`src/rtl/io_bus_arbiter_if.sv`:
```
// -----------------------------------------------------------------------------
// io_bus_arbiter_if
// Request/acknowledge port of one I/O bus master (CPU or auxiliary master).
//   req      master -> arbiter  transfer request, held until ack
//   write    master -> arbiter  1 = write, 0 = read
//   lock     master -> arbiter  keep the grant after this transfer
//   address  master -> arbiter  I/O address
//   wdata    master -> arbiter  write data
//   ack      arbiter -> master  one-cycle completion pulse
//   rdata    arbiter -> master  read data, valid while ack = 1, 0 otherwise
// Modports: master (drives the request side), slave (the arbiter's view).
// -----------------------------------------------------------------------------
interface io_bus_arbiter_if #(
   parameter int ADDR_W = 8,
   parameter int DATA_W = 8
);
   logic              req;
   logic              write;
   logic              lock;
   logic [ADDR_W-1:0] address;
   logic [DATA_W-1:0] wdata;
   logic              ack;
   logic [DATA_W-1:0] rdata;

   modport master (
      output req, write, lock, address, wdata,
      input  ack, rdata
   );

   modport slave (
      input  req, write, lock, address, wdata,
      output ack, rdata
   );
endinterface

```
`src/rtl/io_bus_arbiter.sv`:
```
// -----------------------------------------------------------------------------
// io_bus_arbiter
// Shares the single-port I/O register block between the CPU and an auxiliary
// master (debug/serial loader). Round-robin arbitration with a req/ack
// handshake and an optional bus lock for atomic read-modify-write sequences.
// Every transfer is IDLE/DONE -> ACCESS (one cycle on the io bus) -> DONE
// (ack pulse). A locked master keeps the bus: DONE -> ACCESS directly.
//
// Ports
//   clock, reset_s2_n   system clock, asynchronous active-low reset
//   cpu_if, aux_if      master ports (io_bus_arbiter_if.slave)
//   io_address_o        address to the io block (0 when the bus is idle)
//   io_data_in_o        write data to the io block
//   io_write_enable_o   write strobe to the io block (ACCESS cycle only)
//   io_data_out_i       combinational read data from the io block
//   lock_timeout_o      one-cycle pulse on a forced lock release
//
// Build option
//   IO_ARB_LOCK_TIMEOUT_EN  when defined, a master may hold the lock for at
//   most MAX_LOCK consecutive transfers while the other master is waiting.
//   Without it the lock is honoured indefinitely and lock_timeout_o is 0.
// -----------------------------------------------------------------------------
module io_bus_arbiter #(
   parameter int ADDR_W   = 8,
   parameter int DATA_W   = 8,
   parameter int MAX_LOCK = 16
) (
   input  logic              clock,
   input  logic              reset_s2_n,
   io_bus_arbiter_if.slave   cpu_if,
   io_bus_arbiter_if.slave   aux_if,
   output logic [ADDR_W-1:0] io_address_o,
   output logic [DATA_W-1:0] io_data_in_o,
   output logic              io_write_enable_o,
   input  logic [DATA_W-1:0] io_data_out_i,
   output logic              lock_timeout_o
);

   typedef enum logic [1:0] {ST_IDLE, ST_ACCESS, ST_DONE} state_e;
   typedef enum logic {GNT_CPU = 1'b0, GNT_AUX = 1'b1} grant_e;

   state_e            state_q;
   grant_e            sel_q;
   grant_e            last_grant_q;
   logic              lock_q;        // lock bit of the transfer just completed
   logic [ADDR_W-1:0] io_address_q;
   logic [DATA_W-1:0] io_data_in_q;
   logic              io_we_q;
   logic              cpu_ack_q;
   logic              aux_ack_q;
   logic [DATA_W-1:0] cpu_rdata_q;
   logic [DATA_W-1:0] aux_rdata_q;
   logic              force_rel;

   // Source master: the arbitration winner while idle, else the current owner.
   logic              src_aux;
   logic              src_req;
   logic              src_write;
   logic              src_lock;
   logic [ADDR_W-1:0] src_addr;
   logic [DATA_W-1:0] src_wdata;

   // NOTE: assign a default first in every always_comb so that no path leaves
   // the output unassigned; otherwise synthesis infers a latch.
   always_comb begin
      src_aux = (sel_q == GNT_AUX);
      if (state_q == ST_IDLE) begin
         if (cpu_if.req && aux_if.req) src_aux = (last_grant_q == GNT_CPU);
         else                          src_aux = aux_if.req;
      end
   end

   assign src_req   = src_aux ? aux_if.req     : cpu_if.req;
   assign src_write = src_aux ? aux_if.write   : cpu_if.write;
   assign src_lock  = src_aux ? aux_if.lock    : cpu_if.lock;
   assign src_addr  = src_aux ? aux_if.address : cpu_if.address;
   assign src_wdata = src_aux ? aux_if.wdata   : cpu_if.wdata;

`ifdef IO_ARB_LOCK_TIMEOUT_EN
   localparam int               CNT_W   = $clog2(MAX_LOCK + 1);
   localparam logic [CNT_W-1:0] CNT_MAX = CNT_W'(MAX_LOCK);

   logic [CNT_W-1:0] lock_cnt_q;
   logic [CNT_W-1:0] lock_cnt_d;
   logic             timeout_q;
   logic             oth_req;

   // Saturates so a lock held with nobody waiting cannot wrap the counter.
   assign lock_cnt_d     = (lock_cnt_q == CNT_MAX) ? lock_cnt_q : lock_cnt_q + 1'b1;
   assign oth_req        = src_aux ? cpu_if.req : aux_if.req;
   assign force_rel      = timeout_q;
   assign lock_timeout_o = timeout_q;
`else
   assign force_rel      = 1'b0;
   assign lock_timeout_o = 1'b0;
`endif

   // NOTE: sequential state uses non-blocking assignments only, so every
   // register samples the pre-edge values regardless of statement order.
   always_ff @(posedge clock or negedge reset_s2_n) begin
      if (!reset_s2_n) begin
         state_q      <= ST_IDLE;
         sel_q        <= GNT_CPU;
         last_grant_q <= GNT_AUX;   // CPU wins the first tie
         lock_q       <= 1'b0;
         io_address_q <= '0;
         io_data_in_q <= '0;
         io_we_q      <= 1'b0;
         cpu_ack_q    <= 1'b0;
         aux_ack_q    <= 1'b0;
         cpu_rdata_q  <= '0;
         aux_rdata_q  <= '0;
`ifdef IO_ARB_LOCK_TIMEOUT_EN
         lock_cnt_q   <= '0;
         timeout_q    <= 1'b0;
`endif
      end else begin
         case (state_q)
            ST_IDLE: begin
`ifdef IO_ARB_LOCK_TIMEOUT_EN
               lock_cnt_q <= '0;
`endif
               if (cpu_if.req || aux_if.req) begin
                  sel_q        <= src_aux ? GNT_AUX : GNT_CPU;
                  io_address_q <= src_addr;
                  io_data_in_q <= src_wdata;
                  io_we_q      <= src_write;
                  state_q      <= ST_ACCESS;
               end
            end

            ST_ACCESS: begin
               io_address_q <= '0;
               io_data_in_q <= '0;
               io_we_q      <= 1'b0;
               last_grant_q <= sel_q;
               lock_q       <= src_lock;
               if (sel_q == GNT_CPU) begin
                  cpu_ack_q   <= 1'b1;
                  cpu_rdata_q <= io_we_q ? '0 : io_data_out_i;
               end else begin
                  aux_ack_q   <= 1'b1;
                  aux_rdata_q <= io_we_q ? '0 : io_data_out_i;
               end
`ifdef IO_ARB_LOCK_TIMEOUT_EN
               if (src_lock) lock_cnt_q <= lock_cnt_d;
               // Decided here so the pulse lines up with the DONE cycle it releases.
               timeout_q <= src_lock && oth_req && (lock_cnt_d == CNT_MAX);
`endif
               state_q <= ST_DONE;
            end

            ST_DONE: begin
               cpu_ack_q   <= 1'b0;
               aux_ack_q   <= 1'b0;
               cpu_rdata_q <= '0;
               aux_rdata_q <= '0;
`ifdef IO_ARB_LOCK_TIMEOUT_EN
               timeout_q   <= 1'b0;
`endif
               // Owner keeps the bus without rearbitration while locked.
               if (src_req && lock_q && !force_rel) begin
                  io_address_q <= src_addr;
                  io_data_in_q <= src_wdata;
                  io_we_q      <= src_write;
                  state_q      <= ST_ACCESS;
               end else begin
                  state_q      <= ST_IDLE;
               end
            end

            default: state_q <= ST_IDLE;
         endcase
      end
   end

   assign io_address_o      = io_address_q;
   assign io_data_in_o      = io_data_in_q;
   assign io_write_enable_o = io_we_q;
   assign cpu_if.ack        = cpu_ack_q;
   assign cpu_if.rdata      = cpu_rdata_q;
   assign aux_if.ack        = aux_ack_q;
   assign aux_if.rdata      = aux_rdata_q;

endmodule

```
`src/flat_wrapper.sv`:
```
// flat-port wrapper written by rule: the top's interface ports become plain ports
module io_bus_arbiter_flat 
#(
   parameter int ADDR_W   = 8,
   parameter int DATA_W   = 8,
   parameter int MAX_LOCK = 16
)
  (clock, reset_s2_n, io_address_o, io_data_in_o, io_write_enable_o, io_data_out_i, lock_timeout_o, cpu_if_req, cpu_if_write, cpu_if_lock, cpu_if_address, cpu_if_wdata, cpu_if_ack, cpu_if_rdata, aux_if_req, aux_if_write, aux_if_lock, aux_if_address, aux_if_wdata, aux_if_ack, aux_if_rdata);
  io_bus_arbiter_if #(.ADDR_W(ADDR_W), .DATA_W(DATA_W)) cpu_if_i ();
  io_bus_arbiter_if #(.ADDR_W(ADDR_W), .DATA_W(DATA_W)) aux_if_i ();
  input  logic clock;
  input  logic reset_s2_n;
  output logic [ADDR_W-1:0] io_address_o;
  output logic [DATA_W-1:0] io_data_in_o;
  output logic io_write_enable_o;
  input  logic [DATA_W-1:0] io_data_out_i;
  output logic lock_timeout_o;
  input wire logic [$bits(cpu_if_i.req)-1:0] cpu_if_req;
  input wire logic [$bits(cpu_if_i.write)-1:0] cpu_if_write;
  input wire logic [$bits(cpu_if_i.lock)-1:0] cpu_if_lock;
  input wire logic [$bits(cpu_if_i.address)-1:0] cpu_if_address;
  input wire logic [$bits(cpu_if_i.wdata)-1:0] cpu_if_wdata;
  output wire logic [$bits(cpu_if_i.ack)-1:0] cpu_if_ack;
  output wire logic [$bits(cpu_if_i.rdata)-1:0] cpu_if_rdata;
  input wire logic [$bits(aux_if_i.req)-1:0] aux_if_req;
  input wire logic [$bits(aux_if_i.write)-1:0] aux_if_write;
  input wire logic [$bits(aux_if_i.lock)-1:0] aux_if_lock;
  input wire logic [$bits(aux_if_i.address)-1:0] aux_if_address;
  input wire logic [$bits(aux_if_i.wdata)-1:0] aux_if_wdata;
  output wire logic [$bits(aux_if_i.ack)-1:0] aux_if_ack;
  output wire logic [$bits(aux_if_i.rdata)-1:0] aux_if_rdata;
  assign cpu_if_i.req = cpu_if_req;
  assign cpu_if_i.write = cpu_if_write;
  assign cpu_if_i.lock = cpu_if_lock;
  assign cpu_if_i.address = cpu_if_address;
  assign cpu_if_i.wdata = cpu_if_wdata;
  assign cpu_if_ack = cpu_if_i.ack;
  assign cpu_if_rdata = cpu_if_i.rdata;
  assign aux_if_i.req = aux_if_req;
  assign aux_if_i.write = aux_if_write;
  assign aux_if_i.lock = aux_if_lock;
  assign aux_if_i.address = aux_if_address;
  assign aux_if_i.wdata = aux_if_wdata;
  assign aux_if_ack = aux_if_i.ack;
  assign aux_if_rdata = aux_if_i.rdata;
  io_bus_arbiter #(.ADDR_W(ADDR_W), .DATA_W(DATA_W), .MAX_LOCK(MAX_LOCK)) u_core (.clock(clock), .reset_s2_n(reset_s2_n), .cpu_if(cpu_if_i), .aux_if(aux_if_i), .io_address_o(io_address_o), .io_data_in_o(io_data_in_o), .io_write_enable_o(io_write_enable_o), .io_data_out_i(io_data_out_i), .lock_timeout_o(lock_timeout_o));
endmodule
```
`config.mk`:
```
export PLATFORM = sky130hd
export DESIGN_NAME = io_bus_arbiter_flat
export DESIGN_NICKNAME = d
export VERILOG_FILES = /design/src/rtl/io_bus_arbiter_if.sv /design/src/rtl/io_bus_arbiter.sv /design/src/flat_wrapper.sv
export SDC_FILE = /design/constraint.sdc
export NUM_CORES = 1
export LEC_CHECK = 0
export CORE_MARGIN = 3
export CORE_UTILIZATION = 30
export DETAILED_ROUTE_END_ITERATION = 8
export SLEW_MARGIN = 20
export SYNTH_ARGS = -nofsm -noshare
export SYNTH_HDL_FRONTEND = slang
export SYNTH_SLANG_ARGS = --single-unit
```
`constraint.sdc`:
```
create_clock -name clock -period 1.5 [get_ports clock]
set_input_delay 0.225 -clock clock [delete_from_list [all_inputs] [get_ports clock]]
set_output_delay 0.225 -clock clock [all_outputs]
set_load 0.02 [all_outputs]
```
## After elaboration in Yosys (flattened, before gate mapping)

Cells that the tools add are included.
Widths: inputs -> output; s select.

- Latch bits: 0
- Bits of input ports: 48
- RAM bits: 0
- Memories: 0
- Output and inout port bits: 36
- Bits in registers: 40
- Bits in read-only memories: 0
- Logic and storage cells: 57

- Shifts and indexed selects: 0
- Equality and inequality tests: 6
- Order comparisons: 0
- Multiplexer cells: 29
- Bitwise operators: 1
- Reductions and logical operators: 10
- Add/subtract/negate cells: 0
- Multipliers: 0
- Divide/modulo/power cells: 0

Operators with widths:

| kind | count |
|---|---|
| $mux 8 | 9 |
| $pmux 8 s3 | 2 |
| $pmux 8 s2 | 2 |
| $mux 1 | 11 |
| $pmux 2 s3 | 1 |
| $reduce_and 2->1 | 3 |
| $ne 2x1->1 const B | 2 |
| $ne 2x2->1 const B | 2 |
| $pmux 1 s2 | 2 |
| $pmux 1 s3 | 1 |
| $reduce_and 3->1 | 1 |
| $reduce_bool 3->1 | 1 |
| $eq 2x1->1 const B | 1 |
| $eq 2x2->1 const B | 1 |
| $logic_and 1x1->1 | 2 |
| $logic_not 2->1 | 1 |
| $mux 2 | 1 |
| $reduce_bool 2->1 | 1 |
| $logic_or 1x1->1 | 1 |
| $not 1->1 | 1 |

## Longest topological paths before layout

- Depth in word-level cells: 7
- Depth in mapped cells: 7
- Mapped depth without buffers: 4

## Least setup slack after synthesis

OpenSTA, ideal clock, no wires.

- Kind: register to register
- Start point: register u_core.sel_q
- End point: register u_core.io_address_q[3], in the netlist u_core.io_address_o[3]
- Path buffers: 2
- Data required time: 1.379 ns
- Data arrival time: 1.475 ns
- Setup time: 0.121 ns
- Slack: -0.096 ns
- Clock period less this slack: 1.596 ns
- Cell stages (with the launch flop): 7
- Cell sequence: dfrtp_1 -> buf_2 -> buf_2 -> mux2i_1 -> nor2_1 -> a221o_2 -> a22o_1

- Longest elaborated chain between the ends: 5
- Elaborated cells on any way between the ends: 9
- Classes of those cells: 1 x eq/ne; 6 x mux; 2 x reduce/logical

Ends and longest elaborated chain:

| item | RTL line | RTL |
|---|---|---|
| start, declared | io_bus_arbiter.sv:43 | `grant_e sel_q;` |
| start signal, assigned | io_bus_arbiter.sv:124 | `sel_q <= src_aux ? GNT_AUX : GNT_CPU;` |
| $mux 1 (*) | io_bus_arbiter.sv:67 | `if (state_q == ST_IDLE) begin` |
| $mux 1 | io_bus_arbiter.sv:73 | `assign src_req = src_aux ? aux_if.req : cpu_if.req;` |
| $logic_and 1x1->1 | io_bus_arbiter.sv:162 | `if (src_req && lock_q && !force_rel) begin` |
| $ne 2x1->1 (no line) | n/a |  |
| $reduce_and 3->1 (no line) | n/a |  |
| end signal, assigned | io_bus_arbiter.sv:125 | `io_address_q <= src_addr;` |
| end signal, assigned | io_bus_arbiter.sv:163 | `io_address_q <= src_addr;` |
| end, declared | io_bus_arbiter.sv:46 | `logic [ADDR_W-1:0] io_address_q;` |

Every way passes the cells marked *; elsewhere a longest branch is shown, timed or not. The select of a mux whose other input is x is not followed.
A chain may end at the register's enable or synchronous reset.

## Final worst setup path

- Start point: register u_core.last_grant_q
- End point: register u_core.io_we_q, in the netlist u_core.io_write_enable_o

- Longest elaborated chain between the ends: 7
- Elaborated cells on any way between the ends: 11
- Classes of those cells: 1 x eq/ne; 7 x mux; 1 x bitwise; 2 x reduce/logical

Ends and longest elaborated chain:

| item | RTL line | RTL |
|---|---|---|
| start, declared | io_bus_arbiter.sv:44 | `grant_e last_grant_q;` |
| start signal, assigned | io_bus_arbiter.sv:136 | `last_grant_q <= sel_q;` |
| $not 1->1 (*) | io_bus_arbiter.sv:68 | `if (cpu_if.req && aux_if.req) src_aux = (last_grant_q == GNT_CPU);` |
| $mux 1 (*) | io_bus_arbiter.sv:68 |  |
| $mux 1 (*) | io_bus_arbiter.sv:67 |  |
| $mux 1 | io_bus_arbiter.sv:73 |  |
| $logic_and 1x1->1 | io_bus_arbiter.sv:162 |  |
| $ne 2x1->1 (no line) | n/a |  |
| $reduce_and 3->1 (no line) | n/a |  |
| end signal, assigned | io_bus_arbiter.sv:127 | `io_we_q <= src_write;` |
| end signal, assigned | io_bus_arbiter.sv:165 | `io_we_q <= src_write;` |
| end, declared | io_bus_arbiter.sv:48 | `logic io_we_q;` |

Marks and branches as above.

==> impl.org <==
** Layout
- For this run, the share of the core covered by cells in the final layout is 0.487.
- The net count of the finished layout is 355.
- In the layout the commonest cells are 44 x clkdlybuf4s50_1, 37 x dfrtp_1, 33 x a22o_1, 32 x dlygate4sd2_1, 21 x nor2_1.
- Of the cells placed in the final design, the portion with a size suffix greater than 1 is 0.169.
- The layout has 677 filler cells.
- Most common cell after layout, fill and taps aside :: clkdlybuf4s50_1
- Area added between synthesis and finish :: 52.8%
- Summed area of non-filler cells in the final layout :: 3400 sq um
- The repair_antennas step left the layout with diodes totalling 0.

** Yosys
- Post-synthesis instance area :: 2230 sq um
- Gate count of the mapped netlist :: 216
- Post-synthesis share of cell area spent on xor and xnor gates :: 0
- By area, the combinational part of the netlist is dominated by compound AO/OA/AOI/OAI gates.
- Share of synthesized area spent on multiplexers :: 0.0910
- Fraction of the yosys area taken by sequential cells :: 0.450
- Yosys printed 0 warnings.
- A synthesized cell averages 10.3 sq um.
- Complex-gate fraction of the synthesized area :: 0.280
- Number of nets in the synthesized netlist :: 264
- In this run, distinct cell masters in the synthesized netlist total 28.
- In this run, synthesis produced a sequential element count of 40.
- Of the total synthesized cell area, the portion taken by full adders, half adders and majority gates is 0.
- Of the total synthesized cell area, the portion taken by AND, OR, NAND and NOR gates is 0.119.

** Placed design
- Post-detailed-placement cell area :: 3180 sq um
- Dpl hpwl :: 4490 microns
- Routability-driven placement finished with a final weighted congestion of 0.878.
- The count of buffers added on input and output ports is 82.

** CTS
- Clock latency at the later pin of the worst-skew pair :: 0.30 ns
- The tree built by TritonCTS fans out to 40 sinks.
- Root buffer cell :: clkbuf_8
- The clock tree synthesis step divided the H-tree into 2 levels.
- Buffers inserted during clock tree synthesis total 5.
- CTS tree :: built
- Buffers from clock root to sink, at most :: 2
- Clock Pin Slew Worst Setup and Hold Paths :: 0.07 ns

** Worst setup path
- On the worst path, the slowest cell contributes a delay of 0.55 ns.
- Required time at the worst-slack endpoint :: 1.68 ns
- CP Max Fanout :: 9
- Sequence of cells on the critical path :: nand2_4, and3_4, a221o_2, a22o_1
- Worst Setup End Kind :: register
- Data arrives at the worst endpoint at 1.66 ns.
- Slowest-stage cell, CP :: dfstp_2
- The setup path with the least slack is of type register to register.
- Among cell families on the critical path, the largest total delay comes from flip-flops.
- Together, buffers and inverters on the worst path number 0.
- The worst setup path is launched from a register.

** Timing
- The number of max-slew violations in the final report came to 0.
- Final setup TNS :: 0 ns
- Setup violations, final :: 0
- Setup repair after global routing could not meet its margin everywhere.
- Ratio of final minimum period to clock period :: 0.988
- Clock skew on the completed layout was measured at 0.0111 ns.
- Number of failing hold endpoints at the final stage :: 0
- Worst Hold Margin :: 0.342 ns
- Time the worst path needs with I/O delays and setup :: 1.48 ns
- Top achievable clock speed :: 675 MHz

** Drt
- For this block, the routed nets add up to 6380 microns of wire.
- Summing over every cut layer, the via total after detailed routing is 2053.
- The count of nets left with antenna violations once routing finished came out at 0.
- DRC violation total after the first TritonRoute iteration :: 66
- DRC violation count after routing :: 0
- For this run, the detailed router's first-pass iteration total came to 4.
- Avg Vias per Cell :: 5.08
- After detailed routing, the average wire length per cell comes to 15.8 microns.

** Floorplanning
- Die area :: 8490 sq um
- Die outline width :: 92.2 microns
- Height of the chip :: 92.2 microns
- Count of pins on the block boundary :: 84
- Initial cell density of the core :: 0.319
- The region available for standard cell placement spans 6980 sq um.
- The floorplan has 30 rows.

** Global route
- Entering global routing, the biggest net connects 25 pins.
- Global-route wire length before repair :: 9900 microns
- Antenna violations before repair :: 0
- The via count of the first global-routing pass came to 2061.
- The total overflow left after global routing is 0.
- In the global route stage, overall resource usage came out at 0.144.

** Power
- For this design the static power due to leakage is 0.00165 uW.
- Dividing total power by cell area gives a power density of 2060 nW/um^2.
- Across the VDD grid, the largest voltage drop is 0.000766 V.
- Overall power consumption :: 7010 uW

** Run status
- The flow ran to the end, and the final reports show no timing, DRC or antenna violations.

** Worst hold path
- Kind of path behind the tightest hold check :: primary input to register

** Flow run
- Number of maximum-capacitance violations :: 0
final timing paths:
path / start / slack, ns / cells past startpoint / to
setup / recovery: u_core.last_grant_q$_DFFE_PN1P_ / 0.02 / 4 / u_core.io_write_enable_o$_DFFE_PN0P_
hold / removal: cpu_if_req / 0.34 / 3 / u_core.sel_q$_DFFE_PN0P_
setup reg to reg: u_core.last_grant_q$_DFFE_PN1P_ / 0.02 / 4 / u_core.io_write_enable_o$_DFFE_PN0P_
hold reg to reg: u_core.io_data_in_o[0]$_DFFE_PN0P_ / 0.50 / 1 / u_core.io_data_in_o[0]$_DFFE_PN0P_
max in group asynchronous: reset_s2_n / 0.60 / 3 / u_core.state_q[1]$_DFFE_PN0N_
min in group asynchronous: reset_s2_n / 0.40 / 2 / u_core.cpu_if.rdata[5]$_DFFE_PN0P_
worst reg2reg max path: stages (launching register included):
cell and delay, ns:
dfstp_2 0.55, nand2_4 0.07, and3_4 0.20, a221o_2 0.34
a22o_1 0.20
power by group:
part | internal, uW | switching (uW) | total (uW)
logic | 2170 | 2220 | 4400
clock network | 327 | 373 | 700
registers | 1550 | 370 | 1920
cell usage after synthesis:
cell type   n  area [sq um]
or2_2       1          6.26
a221o_2     7          78.8
a21o_2      1          8.76
nor2_1     22          82.6
clkbuf_1    5          18.8
nand2_2     1          6.26
nand2b_1   11          68.8
buf_6       4          45.0
buf_8       1          15.0
nand2_1    20          75.1
a22o_1     33           289
a21oi_1     3          15.0
buf_4       3          22.5
conb_1      1          3.75
o21ai_0    20           100
dfrtp_1    39           976
buf_2       5          25.0
dfstp_2     1          26.3
mux2_2      2          22.5
nor2_2      2          12.5
a221o_1    10           100
inv_1       1          3.75
mux2i_1    18           180
o21ai_1     1          5.00
a21boi_4    1          18.8
nor2b_1     1          6.26
a2bb2oi_1   1          8.76
and3_1      1          6.26
logic make-up after synthesis:
group           after synthesis
mux                          20
simple gates                 59
compound gates               77
other cells                   1
buf+inv                      19
flops                        40
repair_timing:
| action | 4_1_cts | 5_1_grt |
|---|---|---|
| pin swaps | 0 | 10 |
| endpoints found under the setup margin | 66 | 35 |
| hold endpoints to repair | 15 | 0 |
| buffers inserted | 1 | 2 |
| gates cloned | 0 | 1 |
| resized for setup | 38 | 28 |
| hold buffers | 1 | 0 |
metrics by stage:
stage          instances  setup slack [ns]
2_1_floorplan        216           -0.0309
3_3_place_gp         391            -0.387
3_5_place_dp         391            -0.428
4_1_cts              401           -0.0208
5_1_grt              404           -0.0337
6_report             404            0.0182
final cells by class:
class                   count  area, sq um  area share
flip-flops and latches     40         1000       0.295
inverters                   1         3.75     0.00110
clock inverters             1         5.00     0.00147
well taps                  96          120      0.0353
multi-input cells         158         1170       0.345
clock buffers               7         76.3      0.0224
repair buffers            101         1020       0.300
layer usage:
metal,vias up,share of wire,global-route usage
met5,-,0,0
met4,0,0.018,0.0458
met3,12,0.075,0.0443
met2,86,0.46,0.225
met1,964,0.45,0.191
li1,991,-,-
sequential cells by signal (all words and copies together) (netlist names):
| name | cells |
|---|---|
| u_core.io_data_in_o | 8 |
| u_core.cpu_if.ack | 1 |
| u_core.aux_if.ack | 1 |
| u_core.cpu_if.rdata | 8 |
| u_core.lock_q | 1 |
| u_core.io_address_o | 8 |
| u_core.state_q | 2 |
| u_core.sel_q | 1 |
| u_core.io_write_enable_o | 1 |
| u_core.aux_if.rdata | 8 |
| u_core.last_grant_q | 1 |
No activity file was read; power rests on OpenSTA's default activity.
